--- src/rtl/display_pkg.sv ---
// display_pkg: shared constants for the 7-seg scan controller.
// Active-low patterns, bit7=a .. bit1=g, bit0=dp.
package display_pkg;

  localparam logic [7:0] SEG_BLANK  = 8'hFF;
  localparam logic [7:0] SEG_MINUS  = 8'b11111101;
  localparam logic [3:0] CODE_MINUS = 4'd10;
  localparam logic [3:0] CODE_BLANK = 4'd15;
  localparam int         NUM_DIGITS = 4;

  localparam logic [7:0] SEG_0 = 8'b00000011;
  localparam logic [7:0] SEG_1 = 8'b10011111;
  localparam logic [7:0] SEG_2 = 8'b00100101;
  localparam logic [7:0] SEG_3 = 8'b00001101;
  localparam logic [7:0] SEG_4 = 8'b10011001;
  localparam logic [7:0] SEG_5 = 8'b01001001;
  localparam logic [7:0] SEG_6 = 8'b01000001;
  localparam logic [7:0] SEG_7 = 8'b00011111;
  localparam logic [7:0] SEG_8 = 8'b00000001;
  localparam logic [7:0] SEG_9 = 8'b00001001;

endpackage

--- src/rtl/seg7_decode.sv ---
// seg7_decode: code + dp flag -> active-low segment pattern.
// Ports: code[3:0], dp (1 = light point), seg[7:0].
module seg7_decode
  import display_pkg::*;
(
  input  logic [3:0] code,
  input  logic       dp,
  output logic [7:0] seg
);

  logic [7:0] pat;

  always_comb begin
    pat = SEG_BLANK;
    unique case (code)
      4'd0:       pat = SEG_0;
      4'd1:       pat = SEG_1;
      4'd2:       pat = SEG_2;
      4'd3:       pat = SEG_3;
      4'd4:       pat = SEG_4;
      4'd5:       pat = SEG_5;
      4'd6:       pat = SEG_6;
      4'd7:       pat = SEG_7;
      4'd8:       pat = SEG_8;
      4'd9:       pat = SEG_9;
      CODE_MINUS: pat = SEG_MINUS;
      default:    pat = SEG_BLANK;
    endcase
    seg = {pat[7:1], pat[0] & ~dp};
  end

endmodule

--- src/rtl/display_scan_controller.sv ---
// display_scan_controller: 4-digit multiplexed 7-seg scan.
// Ports: clk, rst, enable, load, digits_in, dp_sel, blank_lz -> update_pending, an, seg.
module display_scan_controller
  import display_pkg::*;
#(
  parameter int TICK_DIV = 50000,
  parameter int GUARD    = 2
) (
  input  logic        clk,
  input  logic        rst,
  input  logic        enable,
  input  logic        load,
  input  logic [15:0] digits_in,
  input  logic [2:0]  dp_sel,
  input  logic        blank_lz,
  output logic        update_pending,
  output logic [3:0]  an,
  output logic [7:0]  seg
);

  localparam int PW = $clog2(TICK_DIV);
  localparam logic [PW-1:0] LAST = PW'(TICK_DIV - 1);

  logic [PW-1:0] presc_q, presc_d;
  logic [1:0]    idx_q, idx_d;
  logic [15:0]   pdig_q, pdig_d;
  logic [2:0]    pdp_q, pdp_d;
  logic          pblz_q, pblz_d;
  logic [15:0]   ddig_q, ddig_d;
  logic [2:0]    ddp_q, ddp_d;
  logic          dblz_q, dblz_d;
  logic          upd_q, upd_d;
  logic [3:0]    an_q, an_d;
  logic [7:0]    seg_q, seg_d;

  logic          tick, frame;
  logic [3:0]    lz;
  logic          hi_zero;
  logic [3:0]    code, dcode;
  logic          dp_on, guard;
  logic [7:0]    pat;

  always_comb begin
    tick    = enable && (presc_q == LAST);
    frame   = tick && (idx_q == 2'd3);
    presc_d = presc_q;
    idx_d   = idx_q;
    if (enable) begin
      presc_d = tick ? '0 : presc_q + PW'(1);
      if (tick) idx_d = idx_q + 2'd1;
    end
  end

  // load on the frame edge goes straight to the display
  always_comb begin
    pdig_d = pdig_q;
    pdp_d  = pdp_q;
    pblz_d = pblz_q;
    ddig_d = ddig_q;
    ddp_d  = ddp_q;
    dblz_d = dblz_q;
    upd_d  = upd_q;
    if (frame && load) begin
      ddig_d = digits_in;
      ddp_d  = dp_sel;
      dblz_d = blank_lz;
      upd_d  = 1'b0;
    end else if (frame && upd_q) begin
      ddig_d = pdig_q;
      ddp_d  = pdp_q;
      dblz_d = pblz_q;
      upd_d  = 1'b0;
    end else if (load) begin
      pdig_d = digits_in;
      pdp_d  = dp_sel;
      pblz_d = blank_lz;
      upd_d  = 1'b1;
    end
  end

  // zero run from the top, stopping at the point position
  always_comb begin
    lz      = '0;
    hi_zero = dblz_q;
    for (int i = 3; i >= 1; i--) begin
      hi_zero = hi_zero && (ddig_q[i*4 +: 4] == 4'd0);
      lz[i]   = hi_zero && (ddp_q[2] || (3'(i) > ddp_q));
    end
  end

  always_comb begin
    code  = ddig_q[{idx_q, 2'b00} +: 4];
    dcode = lz[idx_q] ? CODE_BLANK : code;
    dp_on = ({1'b0, idx_q} == ddp_q);
    guard = int'(presc_q) < GUARD;
  end

  seg7_decode u_dec (
    .code (dcode),
    .dp   (dp_on),
    .seg  (pat)
  );

  always_comb begin
    an_d  = 4'hF;
    seg_d = SEG_BLANK;
    if (enable) begin
      seg_d = pat;
      if (!guard) an_d = ~(4'b0001 << idx_q);
    end
  end

  always_ff @(posedge clk or posedge rst) begin
    if (rst) begin
      presc_q <= '0;
      idx_q   <= '0;
      pdig_q  <= '0;
      pdp_q   <= 3'd7;
      pblz_q  <= 1'b0;
      ddig_q  <= '0;
      ddp_q   <= 3'd7;
      dblz_q  <= 1'b0;
      upd_q   <= 1'b0;
      an_q    <= 4'hF;
      seg_q   <= SEG_BLANK;
    end else begin
      presc_q <= presc_d;
      idx_q   <= idx_d;
      pdig_q  <= pdig_d;
      pdp_q   <= pdp_d;
      pblz_q  <= pblz_d;
      ddig_q  <= ddig_d;
      ddp_q   <= ddp_d;
      dblz_q  <= dblz_d;
      upd_q   <= upd_d;
      an_q    <= an_d;
      seg_q   <= seg_d;
    end
  end

  assign update_pending = upd_q;
  assign an             = an_q;
  assign seg            = seg_q;

endmodule

--- config.mk ---
export PLATFORM = sky130hd
export DESIGN_NAME = display_scan_controller
export DESIGN_NICKNAME = d
export VERILOG_FILES = /design/src/rtl/display_pkg.sv /design/src/rtl/seg7_decode.sv /design/src/rtl/display_scan_controller.sv
export SDC_FILE = /design/constraint.sdc
export NUM_CORES = 1
export LEC_CHECK = 0
export CELL_PAD_IN_SITES_DETAIL_PLACEMENT = 1
export CELL_PAD_IN_SITES_GLOBAL_PLACEMENT = 1
export CORE_UTILIZATION = 49
export CTS_CLUSTER_SIZE = 25
export DETAILED_ROUTE_END_ITERATION = 10
export HOLD_SLACK_MARGIN = 0.08
export MAX_ROUTING_LAYER = met4
export PLACE_DENSITY = 0.86
export SLEW_MARGIN = 10
export SYNTH_ARGS = -nofsm -noshare
export SYNTH_HDL_FRONTEND = slang
export SYNTH_SLANG_ARGS = --single-unit
--- constraint.sdc ---
create_clock -name clk -period 3.55 [get_ports clk]
set_input_delay 0.8875 -clock clk [delete_from_list [all_inputs] [get_ports clk]]
set_output_delay 0.8875 -clock clk [all_outputs]
set_load 0.05 [all_outputs]
==> flow_metrics.py <==
metrics = {
    "setup_path": {
        "worst_path_max_delay_cell": "clkdlybuf4s50_1",
        "setup.worst_path.class": "register to output pin",
        "required_ns": 2.66,
        "path_buf_inv": 1,
        "worstSetupEndpointType": "output pin",
        "cp_top_family": "buffers and inverters",
        "worstPathCellList": "clkdlybuf4s50_1",
        "cp.arrival_ns": 1.66,
        "slowest_delay_ns": 0.80,
        "crit_fanout": 1,
        "setup.worst_path.start_class": "register",
    },
    "detailed_routing": {
        "firstDrtPassIters": 4,
        "drc": 0,
        "wl_met1_um": 3760,
        "wl_um": 8250,
        "met3WireLength_um": 176,
        "dr_total_vias": 2664,
        "routedWlPerCell_um": 17.4,
        "dr_wl_met2_um": 4210,
        "viasPerCell": 5.63,
        "ant_nets": 0,
        "drtIter0Drc": 90,
        "maxUsedRoutingLayer": "met4",
    },
    "clocking": {
        "cts_setup_buffers": 0,
        "hold_buffers": 0,
        "cts_resized": 0,
        "htreeDepth": 3,
        "cts.sinks": 71,
        "cts_tree": "done",
        "clk_latency_ns": 0.35,
        "cts_buffers": 9,
        "clock_path_buffers": 2,
        "cts_root_buffer": "clkbuf_8",
        "cts.reportedPaths.clkPinSlew_ns": 0.08,
    },
    "flow_run": {
        "drv_cap": 0,
    },
    "synth": {
        "ys_seq_area_share_pct": 48.4,
        "ys_warn_count": 0,
        "synth_seq_cells": 71,
        "synthCells": 325,
        "syn-num-nets": 360,
        "synth_edf_count": 0,
        "synthArstFlopShare_pct": 100,
        "ys_types": 49,
        "synth_flop_cell": "dfrtp_1",
        "syn_area_mm2": 0.00372,
        "avgSynthCellArea_um2": 11.4,
    },
    "placed_design": {
        "hpwl_um": 5800,
        "dp_cells": 457,
        "post-place-ws_ns": 0.754,
        "gp_congestion": 0.821,
        "port_buffers": 36,
    },
    "timing": {
        "skew_ns": 0.0106,
        "setup_viol": 0,
        "slew_viol_final": 0,
        "fin_crit_ns": 2.55,
        "timing.final.ws_setup_ns": 1.00,
        "max_freq_ghz": 0.393,
        "rsz0062_at_grt": "false",
        "hold_viol_final": 0,
        "post-route-period-util_pct": 71.7,
        "slew_headroom_pct": 49.9,
        "worst_pin_slew_ns": 0.749,
        "setup_tns_ns": 0,
    },
    "global_route": {
        "grt_overflow": 0,
        "grt_max_degree": 43,
        "antenna_found_initial": 0,
        "grt_usage_pct": 23.9,
        "first_global_vias": 2766,
        "grt_pass1_wl_um": 13700,
    },
    "pwr": {
        "peakVddDrop_v": 0.000193,
        "p_leak_nw": 1.95,
        "p_per_area_mw_per_mm2": 412,
    },
    "outcome": {
        "status": "complete, no violations",
    },
    "cells_and_area": {
        "area_growth_pct": 18.7,
        "final_cell_mix": "dfrtp_1, clkdlybuf4s50_1, nand2_1",
        "final_common_cell": "dfrtp_1",
        "stdcell_count": 473,
        "drive_above_1_share_pct": 23.3,
        "diodes": 0,
        "nets": 404,
    },
    "floorplan": {
        "die_area_mm2": 0.00794,
        "rows": 31,
        "die_h_um": 89.1,
        "die_w_um": 89.1,
        "start_util_pct": 51.0,
        "ios": 37,
        "coreArea_mm2": 0.00729,
    },
    "hold_path": {
        "worstHoldPathType": "register to register",
    },
}
worst paths after layout:
check                      startpoint           to  slack (ns)  cells after the start
min reg2reg                 pdig_q[4]    pdig_q[4]        0.50                      1
min in group asynchronous         rst  presc_q[10]        0.95                      2
max in group asynchronous         rst        an[2]        1.88                      3
min                         pdig_q[4]    pdig_q[4]        0.50                      1
max reg2reg                  idx_q[1]       seg[3]        1.01                      9
max                            seg[1]       seg[1]        1.00                      1
logic make-up (layout without fill, tap and decap cells):
logic type | after synthesis | count (layout) | share of synthesized area (%)
AOI/OAI and AO/OA | 48 | 48 | 11.0
xor gates and xnor gates | 14 | 14 | 3.30
adders and majority gates | 11 | 11 | 3.70
buffers and inverters | 28 | 77 | 3.30
DFF | 71 | 71 | 48.4
muxes | 43 | 43 | 13.7
and+or+nand+nor | 110 | 110 | 16.7
cell usage after synthesis (6+ instances only):
master,number,area [um2]
dfrtp_1,53,1330
nand2_1,24,90.1
mux2_2,22,248
dfstp_2,18,473
nand2b_1,18,113
nand3_1,18,90.1
mux2i_1,17,170
inv_1,16,60.1
ha_1,11,138
nor2_1,11,41.3
a2bb2oi_2,10,150
nor4_1,10,62.6
o21ai_0,9,45.0
xor2_1,8,70.1
xnor2_1,6,52.6
through the flow:
stage | util (%) | hold WS [ns] | total power, mW | area [um2]
detailed placement | 57.9 | 0.485 | 1.20 | 4230
CTS | 60.5 | 0.502 | 1.83 | 4410
global placement | 57.9 | 0.478 | 1.18 | 4230
finish | 60.5 | 0.499 | 1.82 | 4410
floorplan | - | 0.464 | 1.10 | 3720
global route | 60.5 | 0.519 | 1.90 | 4410
report_power, final:
| group | switching [mW] | total, mW | internal [mW] |
|---|---|---|---|
| combinational | 0.132 | 0.250 | 0.118 |
| clock | 0.306 | 0.629 | 0.322 |
| sequential | 0.0652 | 0.941 | 0.875 |
| total | 0.503 | 1.82 | 1.32 |
layer usage:
metal	vias up	track usage, %
li1	1262	-
met1	1354	29.5
met2	38	40.2
met3	10	3.05
met4	0	9.09
met5	-	-
flip-flops by register name (all words and copies together) (netlist names):
signal,count
presc_q,16
dblz_q,1
idx_q,2
ddp_q,3
an,4
pdig_q,16
ddig_q,16
update_pending,1
pblz_q,1
pdp_q,3
seg,8
cell type report:
| class | instances | area, um2 |
|---|---|---|
| fillers | 792 | 2880 |
| well taps | 99 | 124 |
| repair buffers | 45 | 440 |
| flip-flops and latches | 71 | 1800 |
| multi-input cells | 226 | 1800 |
| inverters | 16 | 60.1 |
| clock buffers | 10 | 128 |
| clock inverters | 6 | 61.3 |
Power figures use the tool's default switching activity.
